## src/rtl/serial_shift_engine.sv

```systemverilog
// serial_shift_engine
// Multi-cycle variable-distance shifter. Each request is shifted one bit per
// clock, in_amt times, then held on the output until the consumer takes it.
//
// Handshake semantics (both ports): a transfer happens on the rising edge where
// valid && ready are both high. Valid, once raised by the engine, stays high
// with stable data until that edge. in_ready and out_valid come only from the
// state register, gated by rst, so neither depends combinationally on in_* or
// on out_ready.
module serial_shift_engine #(
    parameter int WIDTH = 32,
    parameter int AMT_W = 5  // WIDTH must equal 2**AMT_W
) (
    input  logic             clk,
    input  logic             rst,
    input  logic             in_valid,
    output logic             in_ready,
    input  logic [WIDTH-1:0] in_data,
    input  logic             in_dir,
    input  logic [AMT_W-1:0] in_amt,
    input  logic             in_arith,
    output logic             out_valid,
    input  logic             out_ready,
    output logic [WIDTH-1:0] out_data,
    output logic             busy,
    output logic [1:0]       dbg_state
);

    typedef enum logic [1:0] {
        IDLE  = 2'd0,
        SHIFT = 2'd1,
        DONE  = 2'd2
    } state_t;

    state_t             state_q;
    state_t             state_d;
    logic [WIDTH-1:0]   data_q;
    logic [WIDTH-1:0]   data_d;
    logic [AMT_W-1:0]   cnt_q;
    logic [AMT_W-1:0]   cnt_d;
    logic               dir_q;
    logic               dir_d;
    logic               arith_q;
    logic               arith_d;
    logic [WIDTH-1:0]   shifted;
    logic               accept;
    logic               release_out;

    // One-bit shift of the held value; right shifts fill with the old MSB
    // only when the request asked for an arithmetic shift.
    always_comb begin
        shifted = data_q;
        if (dir_q) begin
            shifted = {(arith_q & data_q[WIDTH-1]), data_q[WIDTH-1:1]};
        end else begin
            shifted = {data_q[WIDTH-2:0], 1'b0};
        end
    end

    // Handshake decode from the state register; rst masks both sides so no
    // transfer can be seen in a reset cycle.
    always_comb begin
        in_ready    = (state_q == IDLE) && !rst;
        out_valid   = (state_q == DONE) && !rst;
        accept      = in_ready && in_valid;
        release_out = out_valid && out_ready;
        busy        = (state_q != IDLE);
        out_data    = data_q;
        dbg_state   = state_q;
    end

    // Next-state and datapath update; zero-amount requests skip SHIFT so the
    // counter never has to decrement past zero.
    always_comb begin
        state_d = state_q;
        data_d  = data_q;
        cnt_d   = cnt_q;
        dir_d   = dir_q;
        arith_d = arith_q;
        unique case (state_q)
            IDLE: begin
                if (accept) begin
                    data_d  = in_data;
                    cnt_d   = in_amt;
                    dir_d   = in_dir;
                    arith_d = in_arith;
                    if (in_amt != '0) begin
                        state_d = SHIFT;
                    end else begin
                        state_d = DONE;
                    end
                end
            end
            SHIFT: begin
                data_d = shifted;
                cnt_d  = cnt_q - AMT_W'(1);
                if (cnt_q == AMT_W'(1)) begin
                    state_d = DONE;
                end
            end
            DONE: begin
                if (release_out) begin
                    state_d = IDLE;
                end
            end
            default: begin
                state_d = IDLE;
            end
        endcase
    end

    // State and datapath registers with synchronous reset.
    always_ff @(posedge clk) begin
        if (rst) begin
            state_q <= IDLE;
            data_q  <= '0;
            cnt_q   <= '0;
            dir_q   <= 1'b0;
            arith_q <= 1'b0;
        end else begin
            state_q <= state_d;
            data_q  <= data_d;
            cnt_q   <= cnt_d;
            dir_q   <= dir_d;
            arith_q <= arith_d;
        end
    end

endmodule

```

## config.mk

```make
export PLATFORM = sky130hd
export DESIGN_NAME = serial_shift_engine
export DESIGN_NICKNAME = d
export VERILOG_FILES = /design/src/rtl/serial_shift_engine.sv
export SDC_FILE = /design/constraint.sdc
export NUM_CORES = 1
export LEC_CHECK = 0
export ABC_AREA = 1
export CORE_MARGIN = 8
export CORE_UTILIZATION = 47
export CTS_BUF_LIST = sky130_fd_sc_hd__clkbuf_4
export CTS_CLUSTER_DIAMETER = 80
export CTS_CLUSTER_SIZE = 40
export DETAILED_ROUTE_END_ITERATION = 10
export PLACE_DENSITY = 0.86
export SLEW_MARGIN = 0
export SYNTH_ARGS = -nofsm -noshare
export SYNTH_HDL_FRONTEND = slang
export SYNTH_SLANG_ARGS = --single-unit
```

## constraint.sdc

```tcl
create_clock -name clk -period 1.82 [get_ports clk]
set_clock_uncertainty 0.1 [all_clocks]
set_input_delay 0.182 -clock clk [delete_from_list [all_inputs] [get_ports clk]]
set_output_delay 0.182 -clock clk [all_outputs]
set_load 0.01 [all_outputs]
```

# [Yosys cells after proc, flatten, opt, wreduce, memory -nomap -nowiden]
# Index checks and enable logic that the tools add are counted.
[word_totals] regBits=41 out_inout_bits=37 input_bits=43
[op_classes] n_bitwise=1 n_mux=10 n_reduce_logical=12 addsub=1 n_eq_ne=6
[ops] operator="$mux 32" count=2
[ops] operator="$pmux 32 s2" count=1
[ops] operator="$pmux 5 s2" count=1
[ops] operator="$mux 2" count=4
[ops] operator="$ne 2x2->1 const B" count=3
[ops] operator="$pmux 2 s3" count=1
[ops] operator="$eq 5x1->1 const B" count=1
[ops] operator="$mux 5" count=1
[ops] operator="$reduce_bool 5->1" count=1
[ops] operator="$sub 5x1->5 const B" count=1
[ops] operator="$logic_and 1x1->1" count=4
[ops] operator="$reduce_and 2->1" count=2
[ops] operator="$reduce_bool 2->1" count=2
[ops] operator="$reduce_and 3->1" count=1
[ops] operator="$eq 2x1->1 const B" count=1
[ops] operator="$eq 2x2->1 const B" count=1
[ops] operator="$logic_not 2->1" count=1
[ops] operator="$and 1x1->1" count=1
[ops] operator="$logic_not 1->1" count=1

# [Depth between registers and ports, before layout]
# Gate-level depths: netlist of the first run.
[depth] word_depth=5 ltp_mapped=10 ltp_nobuf=10

# [Worst setup path before layout of the first run]
# Ideal clock, no wire load.
[synth_timing] kind="reg-to-reg" start="register state_q[0] (netlist: dbg_state[0])" end="register data_q[16] (netlist: out_data[16])" setup_ns=0.117 arrival_ns=1.110 path_stages_with_launch=8 n_path_buf=1 setup_slack_ns=0.493 t_required_ns=1.603 cell_sequence="dfxtp_1 > nor2_4 > nand3_2 > nand2_4 > inv_4 > buf_6 > nor2_1 > nor2_1"
[synth_via] elab_chain_cells=5
[synth_lines] item="start: declaration" line_no="35" text="state_t state_q;"
[synth_lines] item="start signal: assignment" line_no="121" text="state_q <= state_d;"
[synth_lines] item="$logic_not 2->1" line_no="63, 80"
[synth_lines] item="$logic_and 1x1->1" line_no="63" text="in_ready = (state_q == IDLE) && !rst;"
[synth_lines] item="$logic_and 1x1->1" line_no="65" text="accept = in_ready && in_valid;"
[synth_lines] item="$ne 2x2->1 (no source line)"
[synth_lines] item="$reduce_and 2->1 (no source line)"
[synth_lines] item="end signal: assignment" line_no="122" text="data_q <= data_d;"
[synth_lines] item="end: declaration" line_no="37" text="logic [WIDTH-1:0] data_q;"
# Several ways; a longest one is shown, not always the timed one.
# A chain may end at the register's enable or synchronous reset.

# [Worst setup path after layout of the first run]
[layout_timing] start="register state_q[0] (netlist: dbg_state[0])" end="output busy"
[layout_via] elab_chain_cells=1
[layout_lines] item="$reduce_bool 2->1" line_no="67" text="busy = (state_q != IDLE);"
[layout_lines] item="end: declaration" line_no="25" text="output logic busy,"
# Every way passes these cells.

==> impl_metrics.toml, run 1 <==
[outcome]
status = "complete, no violations"

[sta]
post-route-min-period_ns = 1.77
finalSetupViolations = 0
fmax_mhz = 566
finalHoldViolCount = 0
rsz0062_at_grt = "no"
tns_ns = 0
worst_pin_slew_ns = 0.365
timing.final.crit_share_pct = 97.1
whs_ns = 0.299
timing.slew.headroom_pct = 75.6
final-max-slew-violation-count = 0

[worst_setup_path]
worstSetupPathType = "reg -> out"
critical_path.slowest_cell = "clkdlybuf4s50_1"
critical-path-top-delay-family = "buffers and inverters"
r2r_slack_ns = 0.32
start_kind = "register"
worstPathCellList = "nor2_4, inv_1, clkdlybuf4s50_1"
crit_end = "busy"
end_kind = "primary output"
r2r_cells = 6
crit_start = "dbg_state[0]"
cp.required_ns = 1.54
cp_max_fo = 6
cp.depth = 3
cp.arrival_ns = 1.48
path_buf_inv = 2
r2r_start = "dbg_state[0]"
r2r-end = "out_data[14]"
cp_slowest_stage_delay_ns = 0.53

[clock_tree]
cts_tree = "built"
h-tree-depth = 2
numCtsBuffers = 5
clockRootBuffer = "clkbuf_4"
clk_latency_ns = 0.37
postCtsSetupRepairBufs = 0
cts_max_path_buffers = 2
cts_hold_buf = 0
clk_pin_slew_ns = 0.13
cts_sinks = 41

[final_layout]
regArea_sq_um = 823
area_delta_synth_final_pct = 38.0
nets = 481
insertedDiodeCount = 0
multi_input_area_sq_mm = 0.00128
fillers = 412
design_area_sq_mm = 0.00323
drive_gt1_share_pct = 6.18

[routing]
num_vias = 2631
dr.pass1.iters = 7
post-route-drc-count = 0
vias_per_cell = 5.22
drtAntennaViolNets = 0
detail_route.wl_per_cell_microns = 14.1
drt_iter0_drc = 244
wirelength_microns = 7110

[placement]
gp_congestion = 0.842
place_area_sq_mm = 0.00318
numPortBuffers = 79
hpwl_microns = 5100

[synthesis]
netlist_area_sq_mm = 0.00234
synthDistinctLibCells = 25
syn_avg_cell_area_sq_um = 6.45
synth_top_area_share_pct = 35.0
synth_nets = 408
syn-instance-count = 363
synth_warnings = 0
yosys.area.top_type = "dfxtp_1"
netlist_top_cells_area = "dfxtp_1, nor2_1, o21ai_0"
synth_seq_area_share_pct = 35.0
ys_ff_latch = 41

[global_route]
grt_max_degree = 31
grt_pass1_wl_microns = 11600
grt_pass1_vias = 2511
antenna_found_initial = 0
grtUsageTotal_pct = 19.1
grt_overflow = 0

[worst_hold_path]
hold_depth = 3
hold_class = "in -> reg"

[floorplanning]
die_x_microns = 86.6
io_pins = 80
initial_utilization_pct = 49.3
die_area_sq_mm = 0.00750
rows = 25
die_h_microns = 86.6
core_area_sq_mm = 0.00475

[power]
total_power_w = 0.00506
powerDensity_mw_per_mm2 = 1560
ir_drop_mv = 0.787
leakage_nw = 1.42

[run]
cap_violations = 0
-- cells in the final DEF, fill, tap and decap left out, types with 2 or more instances in the layout --
cell type	netlist	final
inv_2	3	3
dfxtp_1	41	39
nor2_1	88	88
nand2_4	2	2
nand3_1	7	7
nand3b_1	3	3
a21boi_0	2	2
dlygate4sd2_1	0	2
a22oi_1	14	14
o21ai_1	26	26
o21ai_0	48	48
buf_12	0	2
inv_1	22	22
buf_4	4	8
clkdlybuf4s50_1	0	77
nand4_1	2	2
ha_1	2	2
nand2_1	53	53
clkbuf_4	0	5
a21oi_1	22	22
dfxtp_2	0	2
-- how the worst min path moves through the flow --
stage	start	endpoint	slack, ns
final	in_arith	arith_q	0.30
after global routing	in_arith	arith_q	0.34
after CTS	in_arith	arith_q	0.30
after detailed placement	arith_q	arith_q	0.37
after global placement	arith_q	arith_q	0.36
after floorplan	rst	cnt_q[3]	0.15
-- metrics by stage --
stage / util (%) / setup slack [ns] / std cells
CTS: 68.0 / 0.0320 / 504
detailed placement: 66.8 / 0.0402 / 496
floorplan: - / 0.493 / 363
global route: 68.0 / 0.00934 / 504
global placement: 66.8 / 0.0755 / 496
finish: 68.0 / 0.0532 / 504
-- report_power, final --
part           switching, W  internal [W]  total (W)
clock              0.000322      0.000147   0.000468
sequential         0.000408       0.00128    0.00169
combinational       0.00156       0.00134    0.00290
total               0.00229       0.00277    0.00506
-- synthesized netlist by cell type --
cell type / instances
nand3b_1: 3
nand3_1: 7
inv_1: 22
ha_1: 2
xor2_1: 1
clkbuf_2: 1
a21boi_0: 2
nand3_2: 1
o21ai_0: 48
a21oi_1: 22
a22oi_1: 14
dfxtp_1: 41
inv_2: 3
buf_2: 11
buf_4: 4
nand2_4: 2
o21ai_1: 26
inv_4: 1
nor3_1: 1
nor2_4: 1
nand2_1: 53
clkbuf_1: 4
nor2_1: 88
nand4_1: 2
buf_6: 3
-- cells by family after synthesis --
family / synth area share [%]
AOI/OAI and AO/OA: 25.6
xor gates and xnor gates: 0.374
adders and majority gates: 1.07
buffers and inverters: 10.2
DFF: 35.0
and+or+nand+nor: 27.7
-- sequential cells by signal (all words and copies together), names as in the netlist --
| register | cells |
|---|---|
| dir_q | 1 |
| out_data | 32 |
| dbg_state | 2 |
| arith_q | 1 |
| cnt_q | 5 |
-- area by class of cell --
| type | instances | area share (%) |
|---|---|---|
| multi-input combinational | 273 | 39.7 |
| sequential | 41 | 25.5 |
| timing repair buffer | 89 | 27.5 |
| clock inverter | 3 | 0.542 |
| tap | 67 | 2.59 |
| clock buffer | 5 | 1.16 |
| inverter | 26 | 3.10 |
-- metal layers --
metal | track usage, % | share of wire (%) | up-vias
met5 | 0 | 0 | -
met4 | 5.63 | 0.82 | 0
met3 | 6.05 | 8.1 | 7
met2 | 32.2 | 49 | 104
met1 | 22.4 | 42 | 1185
li1 | - | - | 1335
-- worst register-to-register path, stage by stage (launching register included) --
cell,delay [ns]
dfxtp_2,0.39
nor2_4,0.17
nand3_2,0.14
nand2_4,0.22
buf_4,0.21
o21ai_0,0.08
a21oi_1,0.14
-- repair_timing --
| item | in CTS | in global routing |
|---|---|---|
| endpoints found under the setup margin | 3 | 1 |
| pin swaps | 1 | 1 |
| gates resized for setup | 4 | 0 |
Power figures use the tool's default switching activity.
==> run 2, diff against run 1 <==
--- a/config.mk
+++ b/config.mk
@@ -13,6 +13,7 @@
 export CTS_CLUSTER_SIZE = 40
 export DETAILED_ROUTE_END_ITERATION = 10
 export PLACE_DENSITY = 0.86
+export SETUP_SLACK_MARGIN = 0.05
 export SLEW_MARGIN = 0
 export SYNTH_ARGS = -nofsm -noshare
 export SYNTH_HDL_FRONTEND = slang
==> run 2 against run 1 <==
Clock power shrank 0.9%. Setup slack gained 0.062 ns. Hold slack gained 0.0039 ns. Critical endpoint unchanged.
==> impl_metrics.toml, run 2 (synthesis results as in run 1) <==
[placement]
post-place-ws_ns = 0.0402
gp_congestion = 0.842
numPortBuffers = 79
place_inst = 496
hpwl_microns = 5100

[clock_tree]
cts_tree = "built"
clk_latency_ns = 0.36
cts_max_path_buffers = 2
clk_pin_slew_ns = 0.13
cts_hold_buf = 0
cts_sinks = 41
clockRootBuffer = "clkbuf_4"
h-tree-depth = 2
numCtsBuffers = 5

[final_layout]
area_delta_synth_final_pct = 38.5
fin_cells = 505
largest_reg_flops = 32
drive_gt1_share_pct = 6.39
insertedDiodeCount = 0
fillers = 416
final_cell_mix = "nor2_1, clkdlybuf4s50_1, nand2_1"
layout_commonest_cell = "nor2_1"
nets = 482
post-route-util_pct = 68.2

[routing]
post-route-drc-count = 0
met1_length_microns = 3000
detail_route.wl_per_cell_microns = 14.1
dr.pass1.iters = 5
drtAntennaViolNets = 0
drt_iter0_drc = 236
num_vias = 2659
wl_met2_microns = 3470
vias_per_cell = 5.27
dr_wl_met3_microns = 577
topRoutingLayerUsed = "met4"
wirelength_microns = 7130

[global_route]
grt_overflow = 0
grt_pass1_vias = 2520
grt_max_degree = 31
antenna_found_initial = 0
grtUsageTotal_pct = 19.1
grt_pass1_wl_microns = 11700

[worst_setup_path]
critical_path.slowest_cell = "clkdlybuf4s50_1"
cp.arrival_ns = 1.42
worstSetupPathType = "reg -> out"
cp.required_ns = 1.54
end_kind = "primary output"
cp_max_fo = 5
worstPathCellList = "nor2_4, inv_1, clkdlybuf4s50_1"
start_kind = "register"
cp_slowest_stage_delay_ns = 0.53

[power]
powerDensity_mw_per_mm2 = 1570
leakage_nw = 1.43
ir_drop_mv = 0.788

[floorplanning]
die_x_microns = 86.6
die_area_sq_mm = 0.00750
rows = 25
initial_utilization_pct = 49.3
io_pins = 80
die_h_microns = 86.6
core_area_sq_mm = 0.00475

[sta]
rsz0062_at_grt = "no"
finalSetupViolations = 0
finalHoldViolCount = 0
worst_pin_slew_ns = 0.367
setup_ws_ns = 0.116
tns_ns = 0
final-max-slew-violation-count = 0
timing.final.crit_share_pct = 93.6
post-route-min-period_ns = 1.70
timing.slew.headroom_pct = 75.5
fmax_mhz = 587

[run]
cap_violations = 0

[outcome]
status = "complete, no violations"

[worst_hold_path]
hold_class = "in -> reg"
[run 2: cell count changes in the layout (fill, tap and decap cells not counted)]
| cell | before | now |
|---|---|---|
| dfxtp_4 | 0 | 1 |
| dfxtp_2 | 2 | 1 |
| buf_4 | 8 | 9 |
[run 2: power by group]
| group | internal [W] | leakage, nW | switching (W) |
|---|---|---|---|
| sequential | 0.00129 | 0.340 | 0.000413 |
| clock | 0.000147 | 0.0326 | 0.000318 |
| combinational | 0.00136 | 1.06 | 0.00156 |
[run 2: repair_timing]
item / CTS / global route
pin swaps: 1 / 0
setup buffers: 1 / 0
endpoints found under the setup margin: 3 / 1
resized for setup: 4 / 1
endpoints found under the hold margin: 0 / 0
[run 2: cell type report]
| type | instances | area [sq um] | share of cell area (%) |
|---|---|---|---|
| Multi-Input combinational cell | 273 | 1280 | 39.5 |
| Timing Repair Buffer | 90 | 896 | 27.6 |
| Inverter | 26 | 100 | 3.09 |
| Clock inverter | 3 | 17.5 | 0.540 |
| Sequential cell | 41 | 826 | 25.5 |
| Tap cell | 67 | 83.8 | 2.58 |
| Clock buffer | 5 | 37.5 | 1.16 |
[run 2: path summary, 6_finish.rpt]
path,from,end,slack [ns],cells past startpoint
worst min register to register,arith_q,arith_q,0.39,2
worst max register to register,dbg_state[0],out_data[14],0.26,7
worst max-delay path,dbg_state[0],busy,0.12,3
worst min-delay path,in_arith,arith_q,0.30,3
[run 2: layer usage]
layer	GRT usage (%)	vias to the layer above
met5	0	-
met2	32.4	113
met3	6.05	10
li1	-	1341
met1	22.4	1195
met4	5.63	0
[run 2: through the flow]
step	area, sq um	hold slack, ns	total power (W)
5_1_grt	3240	0.345	0.00553
4_1_cts	3240	0.299	0.00509
3_3_place_gp	3180	0.364	0.00451
2_1_floorplan	2340	0.151	0.00342
6_report	3240	0.303	0.00508
3_5_place_dp	3180	0.372	0.00459
[run 2: worst max-delay path, delay by kind of cell (launching register included)]
kind,cells,cell delay [ns]
simple gates,1,0.05
buf+inv,2,0.59
flops,1,0.42
==> run 3, diff against run 2 <==
--- a/config.mk
+++ b/config.mk
@@ -12,9 +12,9 @@
 export CTS_CLUSTER_DIAMETER = 80
 export CTS_CLUSTER_SIZE = 40
 export DETAILED_ROUTE_END_ITERATION = 10
+export GPL_TIMING_DRIVEN = 0
 export PLACE_DENSITY = 0.86
 export SETUP_SLACK_MARGIN = 0.05
-export SLEW_MARGIN = 0
 export SYNTH_ARGS = -nofsm -noshare
 export SYNTH_HDL_FRONTEND = slang
 export SYNTH_SLANG_ARGS = --single-unit
==> run 3 against run 2 <==
Wire length increased by 14%. Die area unchanged. Clock-buffer cell count rose by 1. Non-clock buffer count increased by 13. Sequential cell count is the same.
==> impl_metrics.toml, run 3 (synthesis results as in run 1) <==
[floorplanning]
io_pins = 80
core_area_sq_mm = 0.00475
die_area_sq_mm = 0.00750
rows = 25
die_h_microns = 86.6
initial_utilization_pct = 49.3
die_x_microns = 86.6

[power]
combinationalPowerShare_pct = 59.3
seqPwrFrac_pct = 32.0
switching_share_pct = 45.9
ir_drop_mv = 0.821
power.net_switching_w = 0.00242
leakage_nw = 1.45
powerDensity_mw_per_mm2 = 1610
p_int_w = 0.00285
clkPwrFrac_pct = 8.7

[final_layout]
area_delta_synth_final_pct = 39.9
layout_commonest_cell = "nor2_1"
largest_reg_flops = 32
regArea_sq_um = 826
drive_gt1_share_pct = 8.00
design_area_sq_mm = 0.00328
insertedDiodeCount = 0
nets = 495
final_cell_mix = "nor2_1, clkdlybuf4s50_1, nand2_1"
fillers = 437
multi_input_area_sq_mm = 0.00128

[sta]
fmax_mhz = 590
worst_pin_slew_ns = 0.457
timing.slew.headroom_pct = 69.5
final-max-slew-violation-count = 0
post-route-min-period_ns = 1.69
timing.final.crit_share_pct = 93.1
tns_ns = 0
finalSetupViolations = 0
rsz0062_at_grt = "no"
finalHoldViolCount = 0

[routing]
vias_per_cell = 5.46
drt_iter0_drc = 306
met1_length_microns = 3350
dr_wl_met3_microns = 725
detail_route.wl_per_cell_microns = 15.8
topRoutingLayerUsed = "met4"
wirelength_microns = 8150
drtAntennaViolNets = 0
dr.pass1.iters = 5
post-route-drc-count = 0
num_vias = 2825
wl_met2_microns = 3960

[worst_hold_path]
worstHoldStart = "in_arith"
min_to = "arith_q"
hold_depth = 3
hold_class = "in -> reg"

[global_route]
grt_max_degree = 12
grt_pass1_vias = 2751
grtUsageTotal_pct = 22.2
grt_pass1_wl_microns = 13400
antenna_found_initial = 0
grt_overflow = 0

[worst_setup_path]
end_kind = "primary output"
cp.arrival_ns = 1.41
cp.required_ns = 1.54
cp_max_fo = 5
start_kind = "register"
r2r_start = "dir_q"
r2r-end = "out_data[15]"
r2r_cells = 6
r2r_slack_ns = 0.23
worstSetupPathType = "reg -> out"

[clock_tree]
clk_latency_ns = 0.36
h-tree-depth = 2
clk_pin_slew_ns = 0.12
cts_tree = "built"
clockRootBuffer = "clkbuf_4"
cts_sinks = 41
numCtsBuffers = 5
cts_hold_buf = 0
cts_max_path_buffers = 2

[run]
cap_violations = 0

[placement]
place_area_sq_mm = 0.00322
gp_congestion = 0.864
hpwl_microns = 5890
numPortBuffers = 79

[outcome]
status = "complete, no violations"
## run 3: cell types whose count changed in the layout (fill, tap and decap cells not counted), sizes merged
| cell | previous run | this run |
|---|---|---|
| buf | 11 | 19 |
| clkbuf | 5 | 11 |
| clkinv | 3 | 1 |
## run 3: cell type report
type | instances | share of cell area [%]
Buffer | 23 | 4.24
Clock buffer | 6 | 1.38
Clock inverter | 1 | 0.115
Inverter | 26 | 3.06
Multi-Input combinational cell | 273 | 39.2
Sequential cell | 41 | 25.2
Tap cell | 67 | 2.56
Timing Repair Buffer | 80 | 24.3
## run 3: routing by layer
metal / track usage [%] / vias up
met2: 39.1 / 160
met3: 4.91 / 14
met4: 6.10 / 0
met1: 26.2 / 1286
li1: - / 1365
met5: 0 / -
## run 3: per-stage QoR
| stage | total power [W] | cells | util, % | hold slack, ns | setup WS (ns) |
|---|---|---|---|---|---|
| after floorplan | 0.00342 | 363 | - | 0.151 | 0.493 |
| after global placement | 0.00466 | 509 | 67.7 | 0.362 | -0.0188 |
| after detailed placement | 0.00475 | 509 | 67.7 | 0.371 | -0.0358 |
| after CTS | 0.00523 | 517 | 68.8 | 0.310 | 0.0817 |
| after global routing | 0.00567 | 517 | 68.9 | 0.321 | 0.0762 |
| final | 0.00528 | 517 | 68.9 | 0.307 | 0.126 |
## run 3: worst max-delay path by stage
stage                      start           end  slack [ns]  depth (start not counted)
detailed placement           rst  out_data[25]       -0.04                          7
global placement             rst  out_data[21]       -0.02                          8
finish              dbg_state[0]          busy        0.13                          3
CTS                 dbg_state[0]          busy        0.08                          3
floorplan           dbg_state[0]  out_data[16]        0.49                          7
global route        dbg_state[0]          busy        0.08                          3
## run 3: power by group through the flow
| stage | sequential (W) | clock [W] | combinational [W] |
|---|---|---|---|
| 2_1_floorplan | 0.00175 | 0 | 0.00167 |
| 3_3_place_gp | 0.00167 | 0 | 0.00298 |
| 3_5_place_dp | 0.00168 | 0 | 0.00307 |
| 4_1_cts | 0.00167 | 0.000455 | 0.00311 |
| 5_1_grt | 0.00175 | 0.000487 | 0.00344 |
| 6_report | 0.00169 | 0.000458 | 0.00313 |
## run 3: repair_timing
action / CTS / global route
setup endpoints to repair: 3 / 1
buffers inserted: 1 / 0
pin swaps: 1 / 0
hold endpoints to repair: 0 / 0
resized for setup: 4 / 1
## run 3: critical path, stage by stage, from the launching register on
cell	delay (ns)
dfxtp_4	0.41
nor2_4	0.05
inv_1	0.07
clkdlybuf4s50_1	0.54
